## config.mk

```make
export PLATFORM = sky130hd
export DESIGN_NAME = serial_pattern_counter
export DESIGN_NICKNAME = d
export VERILOG_FILES = /design/src/rtl/pattern_det_pkg.sv /design/src/rtl/pattern_window.sv /design/src/rtl/serial_pattern_counter.sv
export SDC_FILE = /design/constraint.sdc
export NUM_CORES = 1
export LEC_CHECK = 0
export BUFFER_PORTS_ARGS = -buffer_cell sky130_fd_sc_hd__buf_2
export CORE_MARGIN = 8
export CORE_UTILIZATION = 50
export CTS_BUF_LIST = sky130_fd_sc_hd__clkbuf_16
export DETAILED_ROUTE_END_ITERATION = 12
export PLACE_DENSITY = 0.67
export SYNTH_ARGS = -nofsm -noshare
export SYNTH_HDL_FRONTEND = slang
export SYNTH_SLANG_ARGS = --single-unit
export TNS_END_PERCENT = 20
```

## constraint.sdc

```tcl
create_clock -name clk -period 2.6 [get_ports clk]
set_input_delay 0.52 -clock clk [delete_from_list [all_inputs] [get_ports clk]]
set_output_delay 0.52 -clock clk [all_outputs]
set_load 0.01 [all_outputs]
```

## src/rtl/pattern_det_pkg.sv

```systemverilog
// Shared defaults and elaboration helpers for the streaming pattern detectors.
package pattern_det_pkg;

    localparam int             DEF_PAT_LEN   = 3;
    localparam logic [2:0]     DEF_PATTERN   = 3'b010;
    localparam int             DEF_FRAME_LEN = 32;
    localparam int             DEF_CNT_W     = 4;
    localparam bit             DEF_OVERLAP   = 1'b1;

    // Never returns 0, so a counter sized from it always has at least one bit.
    function automatic int clog2_safe(input int n);
        return (n <= 2) ? 1 : $clog2(n);
    endfunction

    function automatic bit params_ok(input int pat_len, input int frame_len);
        return (pat_len >= 2) && (pat_len <= 16) && (pat_len <= frame_len);
    endfunction

endpackage

```

## src/rtl/pattern_window.sv

```systemverilog
// Sliding PAT_LEN-bit history with a fill counter; hit flags a completed pattern
// on the cycle the completing bit is shifted in.
module pattern_window
    import pattern_det_pkg::*;
#(
    parameter int                 PAT_LEN = DEF_PAT_LEN,
    parameter logic [PAT_LEN-1:0] PATTERN = DEF_PATTERN
) (
    input  logic clk,
    input  logic rst,
    input  logic clear,
    input  logic shift_en,
    input  logic restart,
    input  logic bit_in,
    output logic hit
);

    localparam int                FILL_W   = clog2_safe(PAT_LEN + 1);
    localparam logic [FILL_W-1:0] FILL_MAX = FILL_W'(PAT_LEN);

    logic [PAT_LEN-1:0] hist_q, hist_d, shifted;
    logic [FILL_W-1:0]  fill_q, fill_d;
    logic               unused_hist_msb;

    // The oldest bit falls out on every shift; it is kept only for visibility.
    assign unused_hist_msb = hist_q[PAT_LEN-1];

    always_comb begin
        shifted = {hist_q[PAT_LEN-2:0], bit_in};
        hist_d  = hist_q;
        fill_d  = fill_q;
        // fill_q counts bits before this one, so PAT_LEN-1 already means full.
        hit     = shift_en && (fill_q >= FILL_MAX - 1'b1) && (shifted == PATTERN);
        if (clear) begin
            hist_d = '0;
            fill_d = '0;
        end else if (shift_en) begin
            hist_d = shifted;
            if (restart) begin
                fill_d = '0;
            end else if (fill_q != FILL_MAX) begin
                fill_d = fill_q + 1'b1;
            end
        end
    end

    always_ff @(posedge clk) begin
        if (rst) begin
            hist_q <= '0;
            fill_q <= '0;
        end else begin
            hist_q <= hist_d;
            fill_q <= fill_d;
        end
    end

endmodule

```

## src/rtl/serial_pattern_counter.sv

```systemverilog
// Serial pattern detector: per-match pulse plus a saturating match count
// reported once per FRAME_LEN accepted bits.
module serial_pattern_counter
    import pattern_det_pkg::*;
#(
    parameter int                 PAT_LEN   = DEF_PAT_LEN,
    parameter logic [PAT_LEN-1:0] PATTERN   = DEF_PATTERN,
    parameter int                 FRAME_LEN = DEF_FRAME_LEN,
    parameter int                 CNT_W     = DEF_CNT_W,
    parameter bit                 OVERLAP   = DEF_OVERLAP
) (
    input  logic             clk,
    input  logic             rst,
    input  logic             bit_in,
    input  logic             bit_valid,
    input  logic             clear,
    output logic             match,
    output logic [CNT_W-1:0] count,
    output logic             count_valid,
    output logic             count_sat
);

    localparam int               IDX_W    = clog2_safe(FRAME_LEN);
    localparam logic [IDX_W-1:0] LAST_IDX = IDX_W'(FRAME_LEN - 1);
    localparam logic [CNT_W-1:0] CNT_MAX  = '1;

    if (!params_ok(PAT_LEN, FRAME_LEN)) begin : g_bad_params
        $error("serial_pattern_counter: PAT_LEN must be 2..16 and <= FRAME_LEN");
    end

    logic [IDX_W-1:0] bit_idx_q, bit_idx_d;
    logic [CNT_W-1:0] run_cnt_q, run_cnt_d, cnt_inc;
    logic             run_sat_q, run_sat_d, sat_inc;
    logic [CNT_W-1:0] count_q, count_d;
    logic             count_sat_q, count_sat_d;
    logic             count_valid_q, count_valid_d;
    logic             match_q, match_d;
    logic             accept, frame_end, restart, hit;

    // A cleared cycle never shifts, so its bit is dropped and cannot hit.
    assign accept    = bit_valid & ~clear;
    assign frame_end = accept && (bit_idx_q == LAST_IDX);
    assign restart   = frame_end | (hit & ~OVERLAP);

    pattern_window #(
        .PAT_LEN (PAT_LEN),
        .PATTERN (PATTERN)
    ) u_window (
        .clk      (clk),
        .rst      (rst),
        .clear    (clear),
        .shift_en (accept),
        .restart  (restart),
        .bit_in   (bit_in),
        .hit      (hit)
    );

    always_comb begin
        bit_idx_d     = bit_idx_q;
        run_cnt_d     = run_cnt_q;
        run_sat_d     = run_sat_q;
        count_d       = count_q;
        count_sat_d   = count_sat_q;
        count_valid_d = 1'b0;
        match_d       = hit;
        cnt_inc       = run_cnt_q;
        sat_inc       = run_sat_q;
        // run_sat marks a match that arrived while the counter was already full.
        if (hit) begin
            if (run_cnt_q == CNT_MAX) begin
                sat_inc = 1'b1;
            end else begin
                cnt_inc = run_cnt_q + 1'b1;
            end
        end
        if (clear) begin
            bit_idx_d = '0;
            run_cnt_d = '0;
            run_sat_d = 1'b0;
        end else if (accept) begin
            if (frame_end) begin
                count_d       = cnt_inc;
                count_sat_d   = sat_inc;
                count_valid_d = 1'b1;
                bit_idx_d     = '0;
                run_cnt_d     = '0;
                run_sat_d     = 1'b0;
            end else begin
                bit_idx_d = bit_idx_q + 1'b1;
                run_cnt_d = cnt_inc;
                run_sat_d = sat_inc;
            end
        end
    end

    always_ff @(posedge clk) begin
        if (rst) begin
            bit_idx_q     <= '0;
            run_cnt_q     <= '0;
            run_sat_q     <= 1'b0;
            count_q       <= '0;
            count_sat_q   <= 1'b0;
            count_valid_q <= 1'b0;
            match_q       <= 1'b0;
        end else begin
            bit_idx_q     <= bit_idx_d;
            run_cnt_q     <= run_cnt_d;
            run_sat_q     <= run_sat_d;
            count_q       <= count_d;
            count_sat_q   <= count_sat_d;
            count_valid_q <= count_valid_d;
            match_q       <= match_d;
        end
    end

    assign match       = match_q;
    assign count       = count_q;
    assign count_valid = count_valid_q;
    assign count_sat   = count_sat_q;

endmodule

```

# Word level (Yosys, flattened, before mapping)
# Index checks and enable logic that the tools add are counted.
op_classes:
  add_sub_neg: 3
  magnitude_cmp: 1
  eq_ne: 4
  n_mux: 10
  bitwise_logic: 3
  n_reduce_logical: 8
ops:
  columns: ["operator", "n"]
  rows:
  - ["$mux W4", 3]
  - ["$add A5 B1 Y5 const B", 1]
  - ["$eq A5 B5 Y1 const B", 1]
  - ["$mux W5", 1]
  - ["$add A4 B1 Y4 const B", 1]
  - ["$eq A4 B4 Y1 const B", 1]
  - ["$mux W1", 4]
  - ["$mux W2", 2]
  - ["$eq A3 B2 Y1 const B", 1]
  - ["$logic_and A1 B1 Y1", 3]
  - ["$reduce_and A3 Y1", 1]
  - ["$reduce_or A3 Y1", 1]
  - ["$add A2 B1 Y2 const B", 1]
  - ["$ge A2 B2 Y1 const B", 1]
  - ["$ne A2 B2 Y1 const B", 1]
  - ["$not A1 Y1", 2]
  - ["$reduce_and A2 Y1", 1]
  - ["$reduce_bool A2 Y1", 1]
  - ["$reduce_or A2 Y1", 1]
  - ["$and A1 B1 Y1", 1]
totals:
  ff_bits: 21
  in_bits: 5
  out_inout_bits: 7
  word_cells: 38

# Longest topological paths before layout
depth:
  ltp_word: 6
  depth_mapped: 7
  mapped_depth_nobuf: 7

# By module
# A second synthesis with hierarchy kept.
unflattened:
  cells_unflattened: 114
  area_unflattened_um2: 1067.3
by_module_without_submodules:
  columns: ["mod", "instances", "cells_per_inst", "area_per_inst_um2", "seq_area_each_um2"]
  rows:
  - ["serial_pattern_counter", 1, 93, 857.1, 340.3]
  - ["pattern_window", 1, 21, 210.2, 80.1]

# Least setup slack after synthesis
# No wires, ideal clock.
synth_path:
  kind: "input -> register"
  startpoint: "input port bit_valid"
  endpoint: "register run_cnt_q[0]"
  setup_time_ns: 0.117
  arrival_time_ns: 1.741
  required_ns: 2.483
  slack_ns: 0.742
  path_stages: 5
  n_path_buf: 1
  path_cell_list: "buf_4 or4b_4 nor3_4 nor2_1 a32o_1"
synth_via:
  elab_chain_len: 5
  word_cells_on_any_way: 6
  cone_classes: "mux: 2; bitwise: 1; reduce/logical: 3"
synth_lines:
  columns: ["element", "line", "source"]
  rows:
  - ["start: declaration", "serial_pattern_counter.sv:15", "input logic bit_valid,"]
  - ["$and A1 B1 Y1 *", "serial_pattern_counter.sv:41", "assign accept = bit_valid & ~clear;"]
  - ["$logic_and A1 B1 Y1 (2 in series)", "pattern_window.sv:33", "hit = shift_en && (fill_q >= FILL_MAX - 1'b1) && (shifted == PATTERN);"]
  - ["$mux W4", "serial_pattern_counter.sv:69", "if (hit) begin"]
  - ["$mux W4", "serial_pattern_counter.sv:81", "if (frame_end) begin"]
  - ["end signal: assignment", "serial_pattern_counter.sv:107", "run_cnt_q <= run_cnt_d;"]
  - ["end: declaration", "serial_pattern_counter.sv:32", "logic [CNT_W-1:0] run_cnt_q, run_cnt_d, cnt_inc;"]
# Every way passes the cells marked *; elsewhere a longest branch is shown, timed or not.
# A chain may end at the register's enable or synchronous reset.

# Final worst setup path
layout_path:
  startpoint: "register bit_idx_q[0]"
  endpoint: "register run_cnt_q[1]"
layout_via:
  elab_chain_len: 3
layout_lines:
  columns: ["element", "line", "source"]
  rows:
  - ["start: declaration", "serial_pattern_counter.sv:31", "logic [IDX_W-1:0] bit_idx_q, bit_idx_d;"]
  - ["start signal: assignment", "serial_pattern_counter.sv:106", "bit_idx_q <= bit_idx_d;"]
  - ["$eq A5 B5 Y1", "serial_pattern_counter.sv:42", "assign frame_end = accept && (bit_idx_q == LAST_IDX);"]
  - ["$logic_and A1 B1 Y1", "serial_pattern_counter.sv:42", null]
  - ["$mux W4", "serial_pattern_counter.sv:81", null]
# Every way passes these cells.

==> impl_metrics.ini <==
[finish]
seqCellArea_um2 = 420
syn_to_final_growth_pct = 14.8
fin_area_um2 = 1120
final_common_cell = dfxtp_1
drive_gt1_frac = 0.153
fillCellCount = 175
layout.nets = 129
multi_input_area_um2 = 529
layout_common_cells = dfxtp_1, nor2_1, buf_2
utilization = 0.591
n_antenna_cell = 0

[yosys]
syn_avg_cell_area_um2 = 9.07
syn_nets = 118
async_flop_share = 0
synth_edf_count = 0
ys_ff_latch = 21
synthDistinctLibCells = 30
netlist_area_um2 = 980
synth_cells = 108
yosysWarnings = 0
ys.flop_type = dfxtp_1
seq_area_frac_synth = 0.429

[route]
drt_pass1_iterations = 4
ant_nets = 0
vias = 789
drtIter0Drc = 11
routed_wl_um = 1880
route.detailed.drc = 0
wl_per_cell_um = 13.0
via_per_inst = 5.44

[global_route]
grt_pass1_wl_um = 3260
grt_usage = 0.116
overflow = 0
antenna_found_initial = 0
grt_pass1_vias = 743
grt_max_degree = 13

[timing]
timing.hold.ws_ns = 0.458
tns_ns = 0
skew_ns = 0.00478
rsz0062_at_grt = no
setup_viol = 0
final.period_utilization = 0.855
max_freq_mhz = 450
worst_slew_pin_slew_ns = 0.500
drv_slew = 0
period_needed_ns = 2.22
slew_headroom = 0.663
finalHoldViolations = 0

[setup_path]
cp.depth = 7
r2r_slack_ns = 0.38
startpoint_type = flip-flop
cp.arrival_ns = 2.36
cpPeakStageDelay_ns = 0.42
r2r-start = bit_idx_q[0]
path_delay_family = simple AND/OR/NAND/NOR gates
r2r-end = run_cnt_q[1]
startpoint = bit_idx_q[0]
crit_path_end = run_cnt_q[1]
slowest_stage = nor2_1
path_cells = ha_1 > and3_1 > ha_1 > inv_1 > nor2_1 > nor2_1 > a32o_1
r2r_cells = 7
required_ns = 2.74
cp_max_fo = 11
cp-end-kind = flip-flop
critPathKind = reg -> reg
critPathBufInv = 1

[floorplanning]
die_h_um = 60.3
ios = 12
start_util = 0.515
core-area_um2 = 1900
die_w_um = 60.3
rows = 16
die_area_um2 = 3630

[power_and_ir_drop]
powerDensity_nw_per_um2 = 593
clockPowerShare = 0.472
p_seq_frac = 0.488
power_switching_mw = 0.129
combPwrFrac = 0.040
p_leak_nw = 0.460
internal_power_mw = 0.538
vdd_drop_max_mv = 0.608
sw_frac_of_total = 0.193

[job]
drv_cap = 0

[clock_network]
root_buffer = clkbuf_16
clk_latency_ns = 0.25
cts_resized = 0
hold_buffers = 0
cts_max_path_buffers = 2
clock_sinks = 21
cts_tree = done
cts_setup_buffers = 0
cts_max_level = 1
path_clk_slew_ns = 0.06
cts_inserted_buffers = 3

[place]
place_area_um2 = 1050
post-dp-hpwl_um = 1380
numPortBuffers = 11
gp_congestion = 0.804

[outcome]
status = complete, no violations

[min_path]
min_path_type = reg -> reg
## sequential cells by signal (all words and copies together) (netlist names)
name	cells
count_valid	1
u_window.fill_q	2
count_sat	1
run_cnt_q	4
u_window.hist_q	2
bit_idx_q	5
count	4
run_sat_q	1
match	1
## Yosys cell counts (2+ instances only)
master | number | area (um^2)
nor2_1 | 18 | 67.6
inv_1 | 2 | 7.51
nor2b_1 | 2 | 12.5
a41oi_1 | 3 | 26.3
nor4_1 | 2 | 12.5
a211oi_1 | 4 | 30.0
a32o_1 | 2 | 20.0
o21ai_0 | 5 | 25.0
clkbuf_1 | 4 | 15.0
and3_1 | 4 | 25.0
a21oi_1 | 8 | 40.0
nand4_1 | 2 | 12.5
or2_2 | 2 | 12.5
nor3_1 | 5 | 25.0
a21o_1 | 2 | 15.0
mux2i_1 | 4 | 40.0
nand2_1 | 2 | 7.51
ha_1 | 5 | 62.6
dfxtp_1 | 21 | 420
## area by class of cell
class,instances,share of cell area
clock buffers,3,0.0667
clock inverters,1,0.00334
inverters,2,0.00667
multi-input cells,80,0.471
flip-flops and latches,21,0.374
well taps,27,0.0300
repair buffers,11,0.0489
## routing by layer
layer / vias to the layer above / share of wire / track usage
met4: 0 / 0.0053 / 0.0408
met5: - / 0 / 0
met3: 2 / 0.039 / 0.0258
met1: 360 / 0.45 / 0.130
met2: 7 / 0.50 / 0.206
li1: 420 / - / -
## power by group through the flow
stage / clock network, mW / registers (mW) / logic, mW
after global routing: 0.337 / 0.326 / 0.0298
final: 0.315 / 0.326 / 0.0268
after global placement: 0 / 0.333 / 0.0266
after floorplan: 0 / 0.332 / 0.0208
after CTS: 0.324 / 0.326 / 0.0270
after detailed placement: 0 / 0.333 / 0.0269
## worst register-to-register path: stages, from the launching register on
cell and delay, ns:
dfxtp_1 0.39, ha_1 0.21, and3_1 0.16, ha_1 0.38, inv_1 0.16, nor2_1 0.42
nor2_1 0.11, a32o_1 0.28
## worst min-delay path by stage
stage	start	end	slack [ns]	cells after the start
2_1_floorplan	bit_idx_q[3]	bit_idx_q[3]	0.46	2
3_3_place_gp	count[2]	count[2]	0.44	2
3_5_place_dp	count[2]	count[2]	0.45	2
4_1_cts	count[2]	count[2]	0.46	2
5_1_grt	count[2]	count[2]	0.48	2
6_report	count[2]	count[2]	0.46	2
## logic make-up after synthesis
logic type	Yosys count	share of synthesized area
AND/OR/NAND/NOR	43	0.241
AO/OA/AOI/OAI	27	0.185
flip-flops	21	0.429
buffers and inverters	7	0.0307
adder cells (fa/ha/maj)	5	0.0639
multiplexers	4	0.0409
XOR/XNOR	1	0.00894
## metrics by stage
| stage | setup WS, ns | power, mW | cells |
|---|---|---|---|
| after floorplan | 0.742 | 0.353 | 108 |
| after global placement | 0.507 | 0.359 | 141 |
| after detailed placement | 0.426 | 0.360 | 141 |
| after CTS | 0.391 | 0.677 | 145 |
| after global routing | 0.189 | 0.692 | 145 |
| final | 0.376 | 0.667 | 145 |
(Power assumes the default switching activity.)
